### config.mk
export PLATFORM = sky130hd
export DESIGN_NAME = router_port_flat
export DESIGN_NICKNAME = d
export VERILOG_FILES = /design/src/rtl/router_port_pkg.sv /design/src/rtl/router_port_if.sv /design/src/rtl/router_port_pkt_fifo.sv /design/src/rtl/router_port.sv /design/src/flat_wrapper.sv
export SDC_FILE = /design/constraint.sdc
export NUM_CORES = 1
export LEC_CHECK = 0
export CAP_MARGIN = 20
export CORE_MARGIN = 4
export CORE_UTILIZATION = 50
export CTS_CLUSTER_SIZE = 8
export DETAILED_ROUTE_END_ITERATION = 6
export HOLD_SLACK_MARGIN = 0.02
export PLACE_DENSITY = 0.78
export SETUP_SLACK_MARGIN = 0.05
export SLEW_MARGIN = 20
export SYNTH_ARGS = -nofsm -noshare
export SYNTH_HDL_FRONTEND = slang
export SYNTH_SLANG_ARGS = --single-unit
### constraint.sdc
create_clock -name clk -period 7 [get_ports clk]
set_input_delay 0.7 -clock clk [delete_from_list [all_inputs] [get_ports clk]]
set_output_delay 0.7 -clock clk [all_outputs]
set_load 0.1 [all_outputs]
### src/rtl/router_port_pkg.sv
// Shared types and link constants for the router-side node link endpoint.
// Packets are 32 bits wide and move over the link as 4 bytes, MSB first.
package router_port_pkg;

  typedef logic [31:0] pkt_t;

  localparam int PKT_BYTES = 4;

  typedef enum logic {
    R_IDLE,
    R_RECV
  } rx_state_e;

  typedef enum logic [1:0] {
    T_IDLE,
    T_WAIT,
    T_SEND,
    T_GAP
  } tx_state_e;

  function automatic logic [7:0] pkt_byte(
    input pkt_t       p,
    input logic [1:0] idx
  );
    logic [7:0] b;
    unique case (idx)
      2'd0:    b = p[31:24];
      2'd1:    b = p[23:16];
      2'd2:    b = p[15:8];
      default: b = p[7:0];
    endcase
    return b;
  endfunction

endpackage

### src/rtl/router_port_if.sv
// Node link and router-core signals of one router port.
// master = node/core side, slave = router_port.
interface router_port_if;
  import router_port_pkg::*;

  logic       put_outbound;
  logic [7:0] payload_outbound;
  logic       free_outbound;

  logic       put_inbound;
  logic [7:0] payload_inbound;
  logic       free_inbound;

  pkt_t       rx_pkt;
  logic       rx_avail;
  logic       rx_take;

  pkt_t       tx_pkt;
  logic       tx_valid;
  logic       tx_ready;

  logic       proto_err;

  modport master (
    output put_outbound,
    output payload_outbound,
    output free_inbound,
    output rx_take,
    output tx_pkt,
    output tx_valid,
    input  free_outbound,
    input  put_inbound,
    input  payload_inbound,
    input  rx_pkt,
    input  rx_avail,
    input  tx_ready,
    input  proto_err
  );

  modport slave (
    input  put_outbound,
    input  payload_outbound,
    input  free_inbound,
    input  rx_take,
    input  tx_pkt,
    input  tx_valid,
    output free_outbound,
    output put_inbound,
    output payload_inbound,
    output rx_pkt,
    output rx_avail,
    output tx_ready,
    output proto_err
  );

endinterface

### src/rtl/router_port_pkt_fifo.sv
// Circular packet buffer, power-of-two depth, sync reset.
// Head is read combinationally and forced to zero while empty.
module pkt_fifo
  import router_port_pkg::*;
#(
  parameter int DEPTH = 2
) (
  input  logic                     clk_i,
  input  logic                     rst_b_i,
  input  logic                     push_i,
  input  pkt_t                     data_i,
  input  logic                     pop_i,
  output pkt_t                     head_o,
  output logic [$clog2(DEPTH):0]   count_o
);

  localparam int AW = $clog2(DEPTH);
  localparam int CW = AW + 1;

  pkt_t          mem_q [DEPTH];
  logic [AW-1:0] wr_q, wr_d;
  logic [AW-1:0] rd_q, rd_d;
  logic [CW-1:0] cnt_q, cnt_d;
  logic          do_pop;
  logic          do_push;

  assign do_pop  = pop_i && (cnt_q != '0);
  assign do_push = push_i && ((cnt_q != CW'(DEPTH)) || do_pop);

  always_comb begin
    wr_d  = wr_q;
    rd_d  = rd_q;
    cnt_d = cnt_q;
    if (do_push) wr_d = wr_q + 1'b1;
    if (do_pop)  rd_d = rd_q + 1'b1;
    unique case ({do_push, do_pop})
      2'b10:   cnt_d = cnt_q + 1'b1;
      2'b01:   cnt_d = cnt_q - 1'b1;
      default: cnt_d = cnt_q;
    endcase
  end

  always_ff @(posedge clk_i) begin
    if (!rst_b_i) begin
      wr_q  <= '0;
      rd_q  <= '0;
      cnt_q <= '0;
    end else begin
      wr_q  <= wr_d;
      rd_q  <= rd_d;
      cnt_q <= cnt_d;
    end
  end

  always_ff @(posedge clk_i) begin
    if (do_push) mem_q[wr_q] <= data_i;
  end

  assign head_o  = (cnt_q != '0) ? mem_q[rd_q] : '0;
  assign count_o = cnt_q;

endmodule

### src/rtl/router_port.sv
// Router-side link endpoint: deserializes node packets into a receive
// buffer and serializes core packets back to the node.
module router_port
  import router_port_pkg::*;
#(
  parameter int RX_DEPTH = 2
) (
  input  logic          clk,
  input  logic          rst_b,
  router_port_if.slave  bus
);

  localparam int CW = $clog2(RX_DEPTH) + 1;
  localparam logic [1:0] LAST = 2'(PKT_BYTES - 1);

  rx_state_e     r_q, r_d;
  logic [1:0]    cnt_q, cnt_d;
  pkt_t          asm_q, asm_d;
  logic          err_q, err_d;
  logic          free_out;
  logic          push;
  pkt_t          push_pkt;
  pkt_t          head;
  logic [CW-1:0] rx_count;

  tx_state_e     t_q, t_d;
  logic [1:0]    idx_q, idx_d;
  pkt_t          buf_q, buf_d;
  logic          send;

  pkt_fifo #(.DEPTH(RX_DEPTH)) u_fifo (
    .clk_i   (clk),
    .rst_b_i (rst_b),
    .push_i  (push),
    .data_i  (push_pkt),
    .pop_i   (bus.rx_take),
    .head_o  (head),
    .count_o (rx_count)
  );

  always_ff @(posedge clk) begin
    if (!rst_b) begin
      r_q   <= R_IDLE;
      cnt_q <= '0;
      asm_q <= '0;
      err_q <= 1'b0;
    end else begin
      r_q   <= r_d;
      cnt_q <= cnt_d;
      asm_q <= asm_d;
      err_q <= err_d;
    end
  end

  always_comb begin
    r_d   = r_q;
    cnt_d = cnt_q;
    asm_d = asm_q;
    err_d = err_q;
    unique case (r_q)
      R_IDLE: begin
        if (bus.put_outbound && free_out) begin
          asm_d = {asm_q[23:0], bus.payload_outbound};
          cnt_d = 2'd1;
          r_d   = R_RECV;
        end else if (bus.put_outbound) begin
          err_d = 1'b1;
        end
      end
      R_RECV: begin
        if (bus.put_outbound) begin
          asm_d = {asm_q[23:0], bus.payload_outbound};
          cnt_d = cnt_q + 2'd1;
          if (cnt_q == LAST) r_d = R_IDLE;
        end else begin
          // A gap mid-packet drops the partial packet.
          err_d = 1'b1;
          cnt_d = '0;
          r_d   = R_IDLE;
        end
      end
      default: r_d = R_IDLE;
    endcase
  end

  always_comb begin
    free_out = (r_q == R_IDLE) && (rx_count < CW'(RX_DEPTH));
    push     = (r_q == R_RECV) && bus.put_outbound && (cnt_q == LAST);
    push_pkt = {asm_q[23:0], bus.payload_outbound};
  end

  always_ff @(posedge clk) begin
    if (!rst_b) begin
      t_q   <= T_IDLE;
      idx_q <= '0;
      buf_q <= '0;
    end else begin
      t_q   <= t_d;
      idx_q <= idx_d;
      buf_q <= buf_d;
    end
  end

  always_comb begin
    t_d   = t_q;
    idx_d = idx_q;
    buf_d = buf_q;
    unique case (t_q)
      T_IDLE: begin
        if (bus.tx_valid) begin
          buf_d = bus.tx_pkt;
          t_d   = T_WAIT;
        end
      end
      T_WAIT: begin
        if (bus.free_inbound) begin
          idx_d = '0;
          t_d   = T_SEND;
        end
      end
      T_SEND: begin
        idx_d = idx_q + 2'd1;
        if (idx_q == LAST) t_d = T_GAP;
      end
      default: t_d = T_IDLE;
    endcase
  end

  always_comb begin
    send = (t_q == T_SEND);
  end

  assign bus.free_outbound   = free_out;
  assign bus.rx_pkt          = head;
  assign bus.rx_avail        = (rx_count != '0);
  assign bus.proto_err       = err_q;
  assign bus.tx_ready        = (t_q == T_IDLE);
  assign bus.put_inbound     = send;
  assign bus.payload_inbound = send ? pkt_byte(buf_q, idx_q) : 8'h00;

endmodule

### src/flat_wrapper.sv
// flat-port wrapper written by rule: the top's interface ports become plain ports
module router_port_flat import router_port_pkg::*;
#(
  parameter int RX_DEPTH = 2
)
  (clk, rst_b, bus_put_outbound, bus_payload_outbound, bus_free_inbound, bus_rx_take, bus_tx_pkt, bus_tx_valid, bus_free_outbound, bus_put_inbound, bus_payload_inbound, bus_rx_pkt, bus_rx_avail, bus_tx_ready, bus_proto_err);
  router_port_if bus_i ();
  input  logic clk;
  input  logic rst_b;
  input wire logic [$bits(bus_i.put_outbound)-1:0] bus_put_outbound;
  input wire logic [$bits(bus_i.payload_outbound)-1:0] bus_payload_outbound;
  input wire logic [$bits(bus_i.free_inbound)-1:0] bus_free_inbound;
  input wire logic [$bits(bus_i.rx_take)-1:0] bus_rx_take;
  input wire logic [$bits(bus_i.tx_pkt)-1:0] bus_tx_pkt;
  input wire logic [$bits(bus_i.tx_valid)-1:0] bus_tx_valid;
  output wire logic [$bits(bus_i.free_outbound)-1:0] bus_free_outbound;
  output wire logic [$bits(bus_i.put_inbound)-1:0] bus_put_inbound;
  output wire logic [$bits(bus_i.payload_inbound)-1:0] bus_payload_inbound;
  output wire logic [$bits(bus_i.rx_pkt)-1:0] bus_rx_pkt;
  output wire logic [$bits(bus_i.rx_avail)-1:0] bus_rx_avail;
  output wire logic [$bits(bus_i.tx_ready)-1:0] bus_tx_ready;
  output wire logic [$bits(bus_i.proto_err)-1:0] bus_proto_err;
  assign bus_i.put_outbound = bus_put_outbound;
  assign bus_i.payload_outbound = bus_payload_outbound;
  assign bus_i.free_inbound = bus_free_inbound;
  assign bus_i.rx_take = bus_rx_take;
  assign bus_i.tx_pkt = bus_tx_pkt;
  assign bus_i.tx_valid = bus_tx_valid;
  assign bus_free_outbound = bus_i.free_outbound;
  assign bus_put_inbound = bus_i.put_inbound;
  assign bus_payload_inbound = bus_i.payload_inbound;
  assign bus_rx_pkt = bus_i.rx_pkt;
  assign bus_rx_avail = bus_i.rx_avail;
  assign bus_tx_ready = bus_i.tx_ready;
  assign bus_proto_err = bus_i.proto_err;
  router_port #(.RX_DEPTH(RX_DEPTH)) u_core (.clk(clk), .rst_b(rst_b), .bus(bus_i));
endmodule
==> results of run 1 <==
-- synth_stat cells (all sizes together) (2+ instances only) --
cell type and count:
clkbuf 16, a21oi 71, edfxtp 64, nand3 28, ha 8, dfxtp 69, nand2b 2, nor2 39
o21ai 34, buf 23, nand2 72, mux2i 35, a222oi 8, inv 13
-- registers in the layout, summed over array words and instances (netlist names), named ones only --
| signal | cells |
|---|---|
| u_core.asm_q | 24 |
| u_core.u_fifo.mem_q | 64 |
| u_core.idx_q | 2 |
| u_core.r_q | 1 |
| u_core.t_q | 2 |
| u_core.u_fifo.wr_q | 1 |
| u_core.buf_q | 32 |
| u_core.u_fifo.rd_q | 1 |
| u_core.bus.proto_err | 1 |
| u_core.cnt_q | 2 |
| u_core.u_fifo.count_o | 2 |
-- kinds of logic after synthesis --
| logic type | count (synthesis) | synth area share [%] |
|---|---|---|
| xor gates and xnor gates | 2 | 0.330 |
| AOI/OAI and AO/OA | 122 | 12.9 |
| muxes | 35 | 6.60 |
| adders and majority gates | 8 | 1.89 |
| and+or+nand+nor | 146 | 11.5 |
| buffers and inverters | 52 | 4.60 |
| DFF | 133 | 62.2 |
-- area by class of cell --
| type | instances | share of cell area, % |
|---|---|---|
| flip-flops and latches | 133 | 48.4 |
| multi-input cells | 313 | 25.9 |
| repair buffers | 94 | 13.8 |
| clock buffers | 18 | 6.12 |
| clock inverters | 14 | 2.55 |
| well taps | 136 | 2.49 |
| inverters | 13 | 0.733 |
-- power groups by stage --
| stage | clock (mW) | sequential [mW] | combinational [mW] |
|---|---|---|---|
| 2_1_floorplan | 0 | 0.897 | 0.246 |
| 3_3_place_gp | 0 | 0.902 | 0.316 |
| 3_5_place_dp | 0 | 0.906 | 0.323 |
| 4_1_cts | 0.890 | 0.890 | 0.325 |
| 5_1_grt | 0.927 | 0.895 | 0.362 |
| 6_report | 0.880 | 0.891 | 0.331 |
-- critical path, stage by stage, from the launching register on --
cell	delay [ps]
dfxtp_2	1000
mux2i_1	240
nor2_1	130
clkdlybuf4s50_1	1140
-- worst paths after layout --
kind,end,slack (ps),cells after the start
worst max-delay path,bus_rx_pkt[16],3260,3
worst min register to register,u_core.u_fifo.mem_q[1][31],450,0
worst min-delay path,u_core.u_fifo.mem_q[1][31],450,0
worst max register to register,u_core.buf_q[25],5140,5
-- per-stage QoR --
step                      hold WS [ps]  worst slack, ps  cell area, sq um  total power, mW  utilization, %
after floorplan                    419             3210              5310             1.14               -
after global routing               461             3120              6820             2.18            66.1
final                              447             3260              6820             2.10            66.1
after CTS                          450             3210              6810             2.11            65.9
after global placement             435             3800              6220             1.22            60.2
after detailed placement           441             3760              6220             1.23            60.2
-- routing by layer --
layer  GRT usage [%]  vias to the layer above
met5               0                        -
met1            22.5                     1879
met4            6.16                        0
li1                -                     1912
met2            30.7                      149
met3            5.13                       15
-- layout by cell type (no fill, tap or decap), types with 2 or more instances in the layout --
cell / count
nor2_2: 3
clkdlybuf4s50_1: 90
clkinv_4: 3
nor2_1: 36
nand2b_1: 2
a222oi_1: 8
dfxtp_1: 68
edfxtp_1: 64
buf_4: 3
clkbuf_16: 16
bufinv_16: 3
a21oi_1: 71
mux2i_1: 35
nand3_1: 28
o21ai_1: 3
inv_1: 11
o21ai_0: 31
nand2_1: 72
clkinv_2: 3
inv_6: 5
ha_1: 8
==> flow_summary.ini, run 1 <==
[synth]
syn_nets = 552
synth_area_sq_um = 5310
synth_top_area_share_pct = 36.2
synth_cells = 498
yosys_warnings = 0
ys_seq_area_share_pct = 62.2
synth-seq-cells = 133
synth_area_per_cell_sq_um = 10.7
ys_top_cells_by_area = edfxtp_1 (36%), dfxtp_1 (26%), a21oi_1 (6.7%)
ys_types = 35
synth-edff-count = 64
synth_ff_type = dfxtp_1
synth_area_leader_cell = edfxtp_1
synth_async_sr_flop_share_pct = 0

[power_and_ir_drop]
p_leak_nw = 2.34
vdd.ir_drop.worst_mv = 0.309
power.share.clock_pct = 41.9
power_density_nw_per_um2 = 308
swShare_pct = 27.8
seqPwrFrac_pct = 42.4
p_comb_share_pct = 15.8
internal_power_mw = 1.52
switching_power_mw = 0.585

[detailed_routing]
drtIter0Drc = 289
wl_mm = 11.4
vias_per_cell = 5.49
wire_per_inst_microns = 15.8
drc = 0
dr_wl_met3_microns = 792
drt_pass1_iterations = 7
wirelength_met1_mm = 4.66
wl_met2_mm = 5.81
num_vias = 3955
detail-route-antenna-nets = 0
top_layer = met4

[floorplan]
fp.coreArea_sq_um = 10300
fp.dieH_microns = 111
io_pins = 91
rows = 37
initial_utilization_pct = 51.4
die_x_microns = 111
die_area_sq_um = 12300

[timing]
relSlewSlack_pct = 29.1
rsz0062_at_grt = false
fin_crit_sh_pct = 53.5
clock_skew_ps = 6.21
final.min_clock_period_ps = 3740
tightest_slew_ps = 1060
setup_viol = 0
hold_violations = 0
clock.fmax_mhz = 267
setup-tns-final_ps = 0
maxSlewViolCount = 0

[global_route]
grt_pass1_wl_mm = 18.0
antenna_found_initial = 0
grt_max_degree = 67
grt.total_usage_pct = 18.2
grt.overflow.total = 0
grt_pass1_vias = 3699

[cells_and_area]
stdcell_count = 721
diodes = 0
num-fill-cells = 775
drive_above_1_share_pct = 7.18
ff_latch_area_sq_um = 3300
syn_to_final_growth_pct = 28.5
multi_input_area_sq_um = 1770
final_nets = 626

[placement]
routabilityCongestion = 0.815
dp_hpwl_mm = 7.18
io_buffers = 90
placed_cells = 688

[cts]
cts-root-buf = clkbuf_8
clockBufferDepth = 2
cts_resized = 0
cts_setup_buffers = 0
insertion_delay_ps = 520
cts_sinks = 133
numCtsBuffers = 17
cts_hold_buf = 0
cts_tree = yes
clk_pin_slew_ps = 60
htreeDepth = 4

[run]
drv_cap = 0

[critical_path]
rr_startpoint = u_core.t_q[0]
startpoint_type = register
crit_arrival_ps = 3040
crit_required_ps = 6300
path_max_fanout = 32
crit_type = register to output port
setup.worst_path.end_class = output port

[min_path]
hp-start = u_core.asm_q[23]
hold_path_class = register to register

[outcome]
status = finished, final reports clean
No activity file was read; power rests on OpenSTA's default activity.
==> run 2: changes to the inputs <==
clock period = 3.7 ns   (was 7 ns; I/O delays follow)
==> flow_summary.ini, run 2 (same netlist as run 1, synthesis figures left out) <==
[outcome]
status = complete, but fails checks
violations = design-rule violations

[min_path]
hold_path_class = input port to register

[cts]
htreeDepth = 4
numCtsBuffers = 17
cts_tree = yes
cts-root-buf = clkbuf_8
cts_sinks = 133
cts_hold_buf = 0
clockBufferDepth = 2
cts_resized = 0
insertion_delay_ps = 520
cts_setup_buffers = 0
clk_pin_slew_ps = 60

[cells_and_area]
num-fill-cells = 792
final_common_cell = nand2_1
ff_latch_area_sq_um = 3300
utilization_pct = 66.2
syn_to_final_growth_pct = 28.7
final_nets = 626
largest-register = u_core.u_fifo.mem_q
multi_input_area_sq_um = 1770
largest_reg_flops = 64
drive_above_1_share_pct = 14.2
diodes = 0
reg_top3 = u_core.u_fifo.mem_q: 64 flops, u_core.buf_q: 32 flops, u_core.asm_q: 24 flops
most-common-layout-cells = nand2_1 (72), a21oi_1 (71), dfxtp_1 (68)

[power_and_ir_drop]
vdd.ir_drop.worst_mv = 0.494
power_density_nw_per_um2 = 618
p_leak_nw = 2.46

[floorplan]
rows = 37
fp.coreArea_sq_um = 10300
die_area_sq_um = 12300
initial_utilization_pct = 51.4
die_x_microns = 111
io_pins = 91
fp.dieH_microns = 111

[timing]
maxSlewViolCount = 0
clock.fmax_mhz = 341
tightest_slew_ps = 1050
fin_crit_sh_pct = 79.1
clock_skew_ps = 10.4
final.min_clock_period_ps = 2930
hold_violations = 0
relSlewSlack_pct = 30.1
setup_viol = 0
worst_hold_slack_ps = 398
setup-tns-final_ps = 0
rsz0062_at_grt = false

[critical_path]
crit_slowest_cell = clkdlybuf4s50_1
crit_chain = inv_1 -> ha_1 -> clkdlybuf4s50_1
crit_type = register to output port
crit_buf_inv = 2
worst_path_dominant_cell_family = buffers and inverters
max_stage_delay_ps = 1220
startpoint_type = register
setup.worst_path.end_class = output port
path_max_fanout = 13
crit_arrival_ps = 2560
crit_required_ps = 3330

[global_route]
grt_pass1_wl_mm = 19.2
grt.overflow.total = 0
grt.total_usage_pct = 19.5
grt_pass1_vias = 3910
busiest_layer = met2
grt_max_degree = 67
grtUsageMet2_pct = 33.5
antenna_found_initial = 0
use_met1_pct = 23.0
grtUsageMet3_pct = 6.11

[placement]
routabilityCongestion = 0.779
io_buffers = 90
dp_hpwl_mm = 7.38

[detailed_routing]
num_vias = 3937
drtIter0Drc = 372
wire_per_inst_microns = 16.4
vias_per_cell = 5.47
drc = 2
drt_pass1_iterations = 7
detail-route-antenna-nets = 0
wl_mm = 11.8

[run]
drv_cap = 0
-- run 2: through the flow --
step | power, mW | worst slack [ps] | std cells | instance area, sq um
2_1_floorplan | 2.16 | 245 | 498 | 5310
3_3_place_gp | 2.30 | 1310 | 689 | 6150
3_5_place_dp | 2.33 | 1270 | 689 | 6150
4_1_cts | 4.24 | 764 | 720 | 6830
5_1_grt | 4.38 | 626 | 720 | 6830
6_report | 4.22 | 772 | 720 | 6830
-- run 2: cell type report --
| class | instances | area share (%) |
|---|---|---|
| Inverter | 13 | 0.733 |
| Clock buffer | 18 | 6.26 |
| Timing Repair Buffer | 94 | 12.5 |
| Tap cell | 136 | 2.49 |
| Sequential cell | 133 | 48.4 |
| Clock inverter | 13 | 3.70 |
| Multi-Input combinational cell | 313 | 25.9 |
-- run 2: path summary, 6_finish.rpt --
check	startpoint	to	slack (ps)	cells past startpoint
worst max-delay path	u_core.t_q[0]	bus_put_inbound	770	3
worst min-delay path	bus_tx_pkt[1]	u_core.buf_q[1]	400	3
worst max register to register	u_core.cnt_q[0]	u_core.u_fifo.mem_q[0][26]	1590	5
worst min register to register	u_core.asm_q[18]	u_core.u_fifo.mem_q[1][26]	450	0
-- run 2: layer usage --
layer	part of all wire, %	up-vias	wire, microns
li1	-	1908	-
met1	40	1859	4720
met2	52	150	6090
met3	6.7	20	794
met4	1.6	0	191
met5	0	-	0
-- run 2: worst reg2reg max path, delay by kind of cell (launching register included) --
kind	cells	cell delay, ps
AND/OR/NAND/NOR	2	830
flip-flops	1	350
buffers and inverters	1	260
adder cells (fa/ha/maj)	1	220
AO/OA/AOI/OAI	1	150
-- run 2: report_power, final --
group	switching (mW)	internal [mW]	leakage [nW]	total, mW
sequential	0.0604	1.63	1.18	1.69
combinational	0.422	0.199	0.953	0.621
clock	0.602	1.31	0.329	1.91
total	1.08	3.14	2.46	4.22
==> run 3: changes to the inputs <==
clock period = 2.87 ns   (was 3.7 ns; I/O delays follow)
==> flow_summary.ini, run 3 (same netlist as run 1, synthesis figures left out) <==
[cts]
cts-root-buf = clkbuf_8
htreeDepth = 4
cts_sinks = 133
cts_resized = 0
cts_hold_buf = 0
cts_setup_buffers = 0
clockBufferDepth = 2
cts_tree = yes
numCtsBuffers = 17
clk_pin_slew_ps = 60
insertion_delay_ps = 520

[outcome]
status = finished, final reports clean

[placement]
routabilityCongestion = 0.806
dp_hpwl_mm = 7.51
dpl-instance-area_sq_um = 6160
io_buffers = 90
dp_slack_ps = 407

[timing]
tightest_slew_ps = 1010
setup-tns-final_ps = 0
fin_crit_sh_pct = 86.4
final.min_clock_period_ps = 2480
setup_viol = 0
clock.fmax_mhz = 403
finalWorstSetupSlack_ps = 390
relSlewSlack_pct = 32.3
worst_hold_slack_ps = 309
clock_skew_ps = 8.80
hold_violations = 0
rsz0062_at_grt = false
maxSlewViolCount = 0

[detailed_routing]
drc = 0
drtIter0Drc = 265
num_vias = 3937
drt_pass1_iterations = 6
vias_per_cell = 5.43
wire_per_inst_microns = 16.0
detail-route-antenna-nets = 0
wl_mm = 11.6

[power_and_ir_drop]
p_comb_share_pct = 15.2
swShare_pct = 26.7
seqPwrFrac_pct = 41.5
power_density_nw_per_um2 = 771
switching_power_mw = 1.40
internal_power_mw = 3.84
vdd.ir_drop.worst_mv = 0.932
p_leak_nw = 2.45
power.share.clock_pct = 43.4

[critical_path]
startpoint_type = register
rr_startpoint = u_core.r_q
crit_type = register to output port
crit_required_ps = 2580
crit_arrival_ps = 2190
path_max_fanout = 8
timing.critical_path.from = u_core.idx_q[1]
setup.worst_path.end_class = output port

[min_path]
hold_path_class = input port to register
hp-start = bus_tx_pkt[4]

[cells_and_area]
syn_to_final_growth_pct = 27.9
largest-register = u_core.u_fifo.mem_q
final_cell_area_sq_um = 6790
final_nets = 630
diodes = 0
most-common-layout-cells = nand2_1 (72), a21oi_1 (68), dfxtp_1 (68)
utilization_pct = 65.8
reg_top3 = u_core.u_fifo.mem_q: 64 flops, u_core.buf_q: 32 flops, u_core.asm_q: 24 flops
largest_reg_flops = 64
final_common_cell = nand2_1
drive_above_1_share_pct = 15.6

[floorplan]
fp.dieH_microns = 111
rows = 37
fp.coreArea_sq_um = 10300
initial_utilization_pct = 51.4
io_pins = 91
die_x_microns = 111
die_area_sq_um = 12300

[global_route]
grt.total_usage_pct = 19.0
antenna_found_initial = 0
grt_pass1_wl_mm = 18.6
grt_max_degree = 47
grt_pass1_vias = 3853
grt.overflow.total = 0

[run]
drv_cap = 0
==> run 3: cell types whose count changed in the layout (fill, tap and decap cells not counted), sizes merged <==
cell           before  now
buf                44   53
clkbuf             18   17
bufinv              7    5
clkinv              5    8
clkinvlp            1    2
clkdlybuf4s50      50   45
==> run 3: worst paths after layout <==
| check | slack (ps) | end | depth (start not counted) |
|---|---|---|---|
| setup reg to reg | 680 | u_core.u_fifo.mem_q[1][15] | 4 |
| hold / removal | 310 | u_core.buf_q[4] | 3 |
| setup / recovery | 390 | bus_payload_inbound[0] | 5 |
| hold reg to reg | 450 | u_core.u_fifo.mem_q[1][25] | 0 |
==> run 3: stage by stage <==
stage	total power [mW]	instances
after floorplan	2.79	498
after global placement	2.97	693
after detailed placement	3.00	693
after CTS	5.26	725
after global routing	5.45	725
final	5.24	725
==> run 3: area by class of cell <==
cell class,count,area [sq um]
clock buffer,17,414
clock inverter,15,211
fill,791,3530
inverter,13,48.8
multi-input combinational,313,1780
sequential,133,3300
tap,136,170
timing repair buffer,98,861
==> run 3: worst max-delay path: stages, from the launching register on <==
cell and delay [ps]:
dfxtp_1 370, inv_1 70, ha_1 290, a222oi_1 560, a21oi_2 120, buf_4 250
==> run 3: power groups by stage <==
stage | combinational [mW] | sequential, mW | clock [mW]
floorplan | 0.606 | 2.19 | 0
global placement | 0.773 | 2.20 | 0
detailed placement | 0.793 | 2.21 | 0
CTS | 0.795 | 2.17 | 2.30
global route | 0.867 | 2.18 | 2.40
finish | 0.795 | 2.17 | 2.27
==> run 3: layer usage <==
metal	wire length [microns]	track usage, %	vias up
met5	0	0	-
met1	4820	22.6	1886
met2	5960	33.0	120
met3	652	4.91	21
li1	-	-	1910
met4	185	7.22	0
